==> src/rtl/corr_pkg.sv <==
// Shared correlator constants: bank map, address width and the dump FSM encoding.
// The correlator address decoder imports the same bank bases and lengths.
package corr_pkg;

    localparam int NUM_BANKS = 5;
    localparam int ADDR_W    = 16;
    localparam int OFF_W     = 9;

    typedef enum logic [3:0] {
        ST_IDLE  = 4'd0,
        ST_HDR   = 4'd1,
        ST_ADDR  = 4'd2,
        ST_WAIT  = 4'd3,
        ST_LATCH = 4'd4,
        ST_SEND  = 4'd5,
        ST_SUM   = 4'd6,
        ST_CLR   = 4'd7,
        ST_DONE  = 4'd8
    } state_t;

    // Bank index 0..4 corresponds to correlator bank 1..5.
    function automatic logic [ADDR_W-1:0] bank_base(input logic [2:0] bank);
        case (bank)
            3'd0:    return 16'h1000;
            3'd1:    return 16'h2000;
            3'd2:    return 16'h3000;
            3'd3:    return 16'h4000;
            3'd4:    return 16'h5000;
            default: return 16'h0000;
        endcase
    endfunction

    function automatic logic [OFF_W:0] bank_len(input logic [2:0] bank);
        case (bank)
            3'd0:    return 10'd32;
            3'd1:    return 10'd64;
            3'd2:    return 10'd128;
            3'd3:    return 10'd256;
            3'd4:    return 10'd512;
            default: return 10'd0;
        endcase
    endfunction

    function automatic logic [7:0] byte_sum(input logic [31:0] word);
        return word[31:24] + word[23:16] + word[15:8] + word[7:0];
    endfunction

endpackage

==> src/rtl/corr_word_ser.sv <==
// Left-aligned word-to-byte serializer with valid/ready handshake, MSB byte first.
// A load takes priority over a shift so a new word can follow the final accept.
module corr_word_ser
    import corr_pkg::*;
(
    input  logic        clk,
    input  logic        rst_n,
    input  logic        load,
    input  logic [31:0] load_word,
    input  logic [2:0]  load_cnt,
    input  logic        tx_ready,
    output logic [7:0]  tx_data,
    output logic        tx_valid,
    output logic        last_accept
);

    logic [31:0] shift_q, shift_d;
    logic [2:0]  cnt_q, cnt_d;
    logic        valid_q, valid_d;
    logic        accept_s;

    assign accept_s    = valid_q & tx_ready;
    assign last_accept = accept_s & (cnt_q == 3'd1);
    assign tx_data     = shift_q[31:24];
    assign tx_valid    = valid_q;

    // Next shift-register contents and remaining byte count.
    always_comb begin
        shift_d = shift_q;
        cnt_d   = cnt_q;
        if (load) begin
            shift_d = load_word;
            cnt_d   = load_cnt;
        end else if (accept_s) begin
            shift_d = {shift_q[23:0], 8'h00};
            cnt_d   = cnt_q - 3'd1;
        end else begin
            shift_d = shift_q;
            cnt_d   = cnt_q;
        end
        valid_d = (cnt_d != 3'd0);
    end

    // Serializer state registers.
    always_ff @(posedge clk) begin
        if (!rst_n) begin
            shift_q <= 32'h0000_0000;
            cnt_q   <= 3'd0;
            valid_q <= 1'b0;
        end else begin
            shift_q <= shift_d;
            cnt_q   <= cnt_d;
            valid_q <= valid_d;
        end
    end

endmodule

==> src/rtl/corr_dump_reader.sv <==
// Correlator result dump: sweeps five result banks and streams them to the host
// as a framed byte stream (two sync bytes, payload MSB-first, 8-bit checksum).
module corr_dump_reader
    import corr_pkg::*;
#(
    parameter int         READ_LAT = 1,
    parameter logic [7:0] SYNC0    = 8'hA5,
    parameter logic [7:0] SYNC1    = 8'h5A
) (
    input  logic              clk,
    input  logic              rst_n,
    input  logic              start,
    input  logic              clrAfter,
    output logic              busy,
    output logic              done,
    output logic              read,
    output logic [ADDR_W-1:0] RamAddr,
    input  logic [31:0]       RamData,
    output logic              corrClr,
    output logic [7:0]        txData,
    output logic              txValid,
    input  logic              txReady
);

    localparam logic [1:0] WAIT_LAST = 2'(READ_LAT - 2);

    state_t             state_q, state_d;
    logic [2:0]         bank_q, bank_d;
    logic [OFF_W-1:0]   offset_q, offset_d;
    logic [1:0]         wait_q, wait_d;
    logic [31:0]        hold_q, hold_d;
    logic [7:0]         csum_q, csum_d;
    logic               clr_q, clr_d;
    logic               busy_q, busy_d, done_q, done_d, read_q, read_d, corr_clr_q, corr_clr_d;
    logic [ADDR_W-1:0]  ram_addr_q, ram_addr_d;
    logic               ser_load_s, ser_last_s, last_off_s;
    logic [31:0]        ser_word_s;
    logic [2:0]         ser_cnt_s;

    assign last_off_s = ({1'b0, offset_q} == (bank_len(bank_q) - 10'd1));

    corr_word_ser u_ser (
        .clk         (clk),
        .rst_n       (rst_n),
        .load        (ser_load_s),
        .load_word   (ser_word_s),
        .load_cnt    (ser_cnt_s),
        .tx_ready    (txReady),
        .tx_data     (txData),
        .tx_valid    (txValid),
        .last_accept (ser_last_s)
    );

    // Next-state and datapath: bank/offset sweep, read latency wait, checksum.
    always_comb begin
        state_d    = state_q;
        bank_d     = bank_q;
        offset_d   = offset_q;
        wait_d     = wait_q;
        hold_d     = hold_q;
        csum_d     = csum_q;
        clr_d      = clr_q;
        ser_load_s = 1'b0;
        ser_word_s = 32'h0000_0000;
        ser_cnt_s  = 3'd0;
        case (state_q)
            ST_IDLE: begin
                if (start) begin
                    state_d    = ST_HDR;
                    clr_d      = clrAfter;
                    bank_d     = 3'd0;
                    offset_d   = '0;
                    csum_d     = 8'h00;
                    ser_load_s = 1'b1;
                    ser_word_s = {SYNC0, SYNC1, 16'h0000};
                    ser_cnt_s  = 3'd2;
                end else begin
                    state_d = ST_IDLE;
                end
            end
            ST_HDR: begin
                if (ser_last_s) begin
                    state_d  = ST_ADDR;
                    bank_d   = 3'd0;
                    offset_d = '0;
                end else begin
                    state_d = ST_HDR;
                end
            end
            ST_ADDR: begin
                wait_d  = 2'd0;
                state_d = (READ_LAT == 1) ? ST_LATCH : ST_WAIT;
            end
            ST_WAIT: begin
                if (wait_q == WAIT_LAST) begin
                    state_d = ST_LATCH;
                end else begin
                    wait_d = wait_q + 2'd1;
                end
            end
            ST_LATCH: begin
                hold_d     = RamData;
                ser_load_s = 1'b1;
                ser_word_s = RamData;
                ser_cnt_s  = 3'd4;
                state_d    = ST_SEND;
            end
            ST_SEND: begin
                if (ser_last_s) begin
                    csum_d = csum_q + byte_sum(hold_q);
                    if (!last_off_s) begin
                        offset_d = offset_q + 9'd1;
                        state_d  = ST_ADDR;
                    end else if (bank_q < 3'(NUM_BANKS - 1)) begin
                        bank_d   = bank_q + 3'd1;
                        offset_d = '0;
                        state_d  = ST_ADDR;
                    end else begin
                        // Last word done: the checksum byte follows without a gap.
                        state_d    = ST_SUM;
                        ser_load_s = 1'b1;
                        ser_word_s = {csum_d, 24'h00_0000};
                        ser_cnt_s  = 3'd1;
                    end
                end else begin
                    state_d = ST_SEND;
                end
            end
            ST_SUM: begin
                if (ser_last_s) begin
                    state_d = clr_q ? ST_CLR : ST_DONE;
                end else begin
                    state_d = ST_SUM;
                end
            end
            ST_CLR:  state_d = ST_DONE;
            ST_DONE: begin
                state_d = ST_IDLE;
                clr_d   = 1'b0;
            end
            default: state_d = ST_IDLE;
        endcase
    end

    // Outputs decoded from the next state so they register in step with state_q.
    always_comb begin
        busy_d     = (state_d != ST_IDLE);
        done_d     = (state_d == ST_DONE);
        corr_clr_d = (state_d == ST_CLR);
        if (state_d inside {ST_ADDR, ST_WAIT, ST_LATCH}) begin
            read_d     = 1'b1;
            ram_addr_d = bank_base(bank_d) + {7'd0, offset_d};
        end else begin
            read_d     = 1'b0;
            ram_addr_d = 16'h0000;
        end
    end

    // State, datapath and output registers.
    always_ff @(posedge clk) begin
        if (!rst_n) begin
            state_q    <= ST_IDLE;
            bank_q     <= 3'd0;
            offset_q   <= '0;
            wait_q     <= 2'd0;
            hold_q     <= 32'h0000_0000;
            csum_q     <= 8'h00;
            clr_q      <= 1'b0;
            busy_q     <= 1'b0;
            done_q     <= 1'b0;
            read_q     <= 1'b0;
            corr_clr_q <= 1'b0;
            ram_addr_q <= 16'h0000;
        end else begin
            state_q    <= state_d;
            bank_q     <= bank_d;
            offset_q   <= offset_d;
            wait_q     <= wait_d;
            hold_q     <= hold_d;
            csum_q     <= csum_d;
            clr_q      <= clr_d;
            busy_q     <= busy_d;
            done_q     <= done_d;
            read_q     <= read_d;
            corr_clr_q <= corr_clr_d;
            ram_addr_q <= ram_addr_d;
        end
    end

    assign busy    = busy_q;
    assign done    = done_q;
    assign read    = read_q;
    assign corrClr = corr_clr_q;
    assign RamAddr = ram_addr_q;

endmodule

==> config.mk <==
export PLATFORM = sky130hd
export DESIGN_NAME = corr_dump_reader
export DESIGN_NICKNAME = d
export VERILOG_FILES = /design/src/rtl/corr_pkg.sv /design/src/rtl/corr_word_ser.sv /design/src/rtl/corr_dump_reader.sv
export SDC_FILE = /design/constraint.sdc
export NUM_CORES = 1
export LEC_CHECK = 0
export CORE_ASPECT_RATIO = 0.9
export CORE_MARGIN = 2
export CORE_UTILIZATION = 45
export DETAILED_ROUTE_END_ITERATION = 16
export MAX_ROUTING_LAYER = met4
export PLACE_DENSITY = 0.7
export SYNTH_ARGS = -nofsm -noshare
export SYNTH_HDL_FRONTEND = slang
export SYNTH_SLANG_ARGS = --single-unit
==> constraint.sdc <==
create_clock -name clk -period 3.2 [get_ports clk]
set_input_delay 0.32 -clock clk [delete_from_list [all_inputs] [get_ports clk]]
set_output_delay 0.32 -clock clk [all_outputs]
set_load 0.05 [all_outputs]
==> metrics.log, run 1 <==
INFO  metric gp_congestion = 0.957
INFO  metric std_cell_rows = 38
INFO  metric avgSynthCellArea = 8.12 µm²
INFO  metric yosysTopAreaCell = sky130_fd_sc_hd__dfxtp_1
INFO  metric critPathArrivalTime = 3.73 ns
INFO  metric post_route_cells_drive_above_1_share = 0.117
INFO  metric die_area = 13500 µm²
INFO  metric endpoint_type_of_the_worst_setup_path = flip-flop
INFO  metric hold_class = flip-flop to flip-flop
INFO  metric synth_warnings = 0
INFO  metric floorplan.die.width = 122 µm
INFO  metric critical_path_startpoint_category = flip-flop
INFO  metric asyncSetResetFlopFracSynth = 0
INFO  metric dpl_cell_area = 6430 µm²
INFO  metric timing.setup.critical_path_class = flip-flop to flip-flop
INFO  metric cts_buffers = 9
INFO  metric cells_along_the_critical_path = inv_2 > fa_1 > inv_2 > fa_1 > inv_2 > fa_2 > buf_4 > fa_2 > inv_2 > a21o_1 > a21oi_2 > buf_4 > xnor2_2 > buf_4 > a22oi_2 > nor2_1
INFO  metric ys_types = between 60 and 70
INFO  metric syn-instance-count = ~700
INFO  metric period_share = 1.09
INFO  metric final_util = 0.562
INFO  metric power.switching = 0.000715 W
INFO  metric sw_frac_of_total = 0.258
INFO  metric clock.fmax = 286 MHz
INFO  metric fin_nets = 823
INFO  metric clock_skew = roughly 0.008 ns
INFO  metric pin_count = 66
INFO  metric netlist_area = about 5700 µm²
INFO  metric run_status = complete, but fails checks
INFO  metric cellLeakagePower = 2.59 nW
INFO  metric powerDensity = between 400 and 500 nW/µm²
INFO  metric cts_max_level = 3
INFO  metric holdBufCountCts = 0
INFO  metric timing.final.setup_violations = 9
INFO  metric irDropWorstVdd = 0.000357 V
INFO  metric antenna_left = 0
INFO  metric routed_wl = 14300 µm
INFO  metric core-area = 12200 µm²
INFO  metric post-route-worst-setup-slack = -0.297 ns
INFO  metric layout.cells.non_filler = 915
INFO  metric max_cap_viol_count = 0
INFO  metric area.growth.synth_to_final = 20.7%
INFO  metric timing.critical_path.slowest_stage_cell = sky130_fd_sc_hd__fa_1
INFO  metric cts.sink_count = 111
INFO  metric number_of_synthesized_flops_with_an_enable_pin = 0
INFO  metric grt_pass1_wl = 23500 µm
INFO  metric hpwl = 10100 µm
INFO  metric grt_max_degree = 80
INFO  metric clk_latency = approximately 0.36 ns
INFO  metric ys_seq_elements = roughly 110
INFO  metric rsz0062_at_grt = true
INFO  metric initial_core_util = 0.466
INFO  metric cp_slowest_stage_delay = between 0.5 and 0.6 ns
INFO  metric avgRoutedWirePerCell = 15.7 µm
INFO  metric global_route.overflow_total = 0
INFO  metric cts_tree = yes
INFO  metric finalMaxSlewViolations = 0
INFO  metric cts_root_buf = sky130_fd_sc_hd__clkbuf_16
INFO  metric vias = 4935
INFO  metric internal_power = 0.00206 W
INFO  metric max_slew_margin = 0.509
INFO  metric yosysSeqAreaShare = 0.392
INFO  metric ys_top_cells_by_count = sky130_fd_sc_hd__nand2_1 (131), sky130_fd_sc_hd__dfxtp_1 (111), sky130_fd_sc_hd__a21oi_1 (84)
INFO  metric finalWorstPathRequiredPeriod = about 3.5 ns
INFO  metric synth-main-ff-cell = sky130_fd_sc_hd__dfxtp_1
INFO  metric clock_power_share = 0.394
INFO  metric die_height = roughly 110 µm
INFO  metric globalRouteTotalUtil = 0.225
INFO  metric violations = setup timing
INFO  metric yosys-top-cells-area = sky130_fd_sc_hd__dfxtp_1 (39%), sky130_fd_sc_hd__nand2_1 (8.7%), sky130_fd_sc_hd__a21oi_1 (7.4%)
INFO  metric synth_top_area_frac = 0.392
INFO  metric post-route-cell-area = approximately 6800 µm²
INFO  metric remaining_drc_errors = 0
INFO  metric critPathMaxFanout = 2
INFO  metric antenna_cells_inserted = 0
INFO  metric most_frequent_cell_on_the_critical_path = sky130_fd_sc_hd__inv_2
INFO  metric power.combinational.fraction = 0.095
INFO  metric critical_path_required = about 3.4 ns
INFO  metric cts.clk_slew.worst_paths = 0.08 ns
INFO  metric firstDrtPassIters = 5
INFO  metric placed_insts = 896
INFO  metric avgViaCountPerCell = 5.39
INFO  metric finalHoldViolCount = 0
INFO  metric grt_antenna_before_repair = 0
INFO  metric number_of_buffers_inserted_by_port_buffering = 61
INFO  metric starting_drc_count_in_detailed_routing = 338
INFO  metric pwr-share-seq = 0.511
INFO  metric first_global_vias = 4825
INFO  metric slew_of_the_pin_with_the_lowest_slew_margin = 0.735 ns
INFO  metric ctsLongestPathBuffers = 2
INFO  metric most_instantiated_library_cell_after_synthesis = sky130_fd_sc_hd__nand2_1
[critical path: cells and delay by family (launching register included)]
kind | cells | cell delay [ns]
buffers and inverters | 7 | 0.64
AO/OA/AOI/OAI | 3 | 0.31
XOR/XNOR | 1 | 0.13
AND/OR/NAND/NOR | 1 | 0.06
flip-flops | 1 | 0.33
adder cells (fa/ha/maj) | 4 | 1.91
[routing by layer]
metal  wire length [µm]  share of wire  track usage  vias up
li1                   -              -            -     2399
met1               6630           0.46        0.302     2346
met2               6660           0.46        0.337      168
met3                776          0.054       0.0444       22
met4                270          0.019       0.0782        0
met5                  0              0            -        -
[state kept, by name (all words and copies together) (netlist names)]
name            count
done                1
corrClr             1
u_ser.shift_q      32
u_ser.tx_valid      1
wait_q              2
busy                1
read                1
u_ser.cnt_q         3
clr_q               1
bank_q              3
RamAddr            12
offset_q            9
hold_q             32
csum_q              8
state_q             4
[power by group through the flow]
stage	Sequential [W]	Clock, W	Combinational, W
2_1_floorplan	0.00145	0	0.000160
3_3_place_gp	0.00145	0	0.000256
3_5_place_dp	0.00145	0	0.000259
4_1_cts	0.00142	0.00111	0.000262
5_1_grt	0.00142	0.00116	0.000285
6_report	0.00142	0.00109	0.000264
[cell type report]
class,count,area (µm²)
fill,1117,5330
multi-input combinational,474,3080
sequential,111,2230
timing repair buffer,82,785
inverter,72,270
clock buffer,11,243
tap,160,200
clock inverter,5,40.0
[layout by cell type (no fill, tap or decap), types with 7 or more instances in the layout]
cell,instances
sky130_fd_sc_hd__buf_4,19
sky130_fd_sc_hd__nor3_1,9
sky130_fd_sc_hd__nand2_1,131
sky130_fd_sc_hd__nor2_2,9
sky130_fd_sc_hd__a21o_1,20
sky130_fd_sc_hd__dfxtp_1,104
sky130_fd_sc_hd__clkdlybuf4s50_1,61
sky130_fd_sc_hd__and2_1,7
sky130_fd_sc_hd__inv_1,63
sky130_fd_sc_hd__inv_2,9
sky130_fd_sc_hd__a22oi_1,11
sky130_fd_sc_hd__ha_1,13
sky130_fd_sc_hd__o21ai_0,14
sky130_fd_sc_hd__xnor2_1,13
sky130_fd_sc_hd__nor2b_1,8
sky130_fd_sc_hd__nor2_1,42
sky130_fd_sc_hd__clkbuf_16,9
sky130_fd_sc_hd__nand3_1,8
sky130_fd_sc_hd__a21oi_1,81
sky130_fd_sc_hd__a31oi_1,8
sky130_fd_sc_hd__dfxtp_2,7
sky130_fd_sc_hd__fa_1,18
[worst paths after layout]
check                        start                to  slack [ns]  depth (start not counted)
setup / recovery        hold_q[18]         csum_q[5]       -0.30                         16
hold / removal    u_ser.shift_q[4]  u_ser.shift_q[4]        0.46                          2
setup reg to reg        hold_q[18]         csum_q[5]       -0.30                         16
hold reg to reg   u_ser.shift_q[4]  u_ser.shift_q[4]        0.46                          2
[metrics by stage]
stage	hold slack (ns)	setup WS, ns	TNS (ns)	total power, W
global route	0.468	-0.382	-2.84	0.00287
finish	0.458	-0.297	-1.91	0.00277
detailed placement	0.446	-0.153	-0.781	0.00171
global placement	0.442	-0.0526	-0.168	0.00170
floorplan	0.432	0.0135	0	0.00161
CTS	0.458	-0.206	-1.23	0.00279
[kinds of logic after synthesis]
family	Yosys count	synth area share
xor gates and xnor gates	19	0.0307
AOI/OAI and AO/OA	169	0.184
adders and majority gates	36	0.106
DFF	111	0.392
muxes	4	0.00794
other	1	0.000661
buffers and inverters	117	0.0878
and+or+nand+nor	242	0.191
[repair_timing]
action	in CTS	in global routing
buffers inserted	1	2
hold endpoints to repair	0	0
endpoints found under the setup margin	10	20
resized for setup	9	19
pin swaps	17	23
Power figures use the tool's default switching activity.
==> run 2: changes to the inputs <==
==> constraint.sdc (replaced) <==
create_clock -name clk -period 3.2 [get_ports clk]
set_input_delay 0.32 -clock clk [delete_from_list [all_inputs] [get_ports clk]]
set_output_delay 0.32 -clock clk [all_outputs]
set_load 0.02 [all_outputs]
==> results of run 2 <==
Same layout as run 1 (identical final DEF). Status: complete, but fails checks: setup timing.
Main changes from that run: total power 0.00277 W -> 0.00275 W; worst IR drop on VDD 0.000357 V -> 0.000338 V
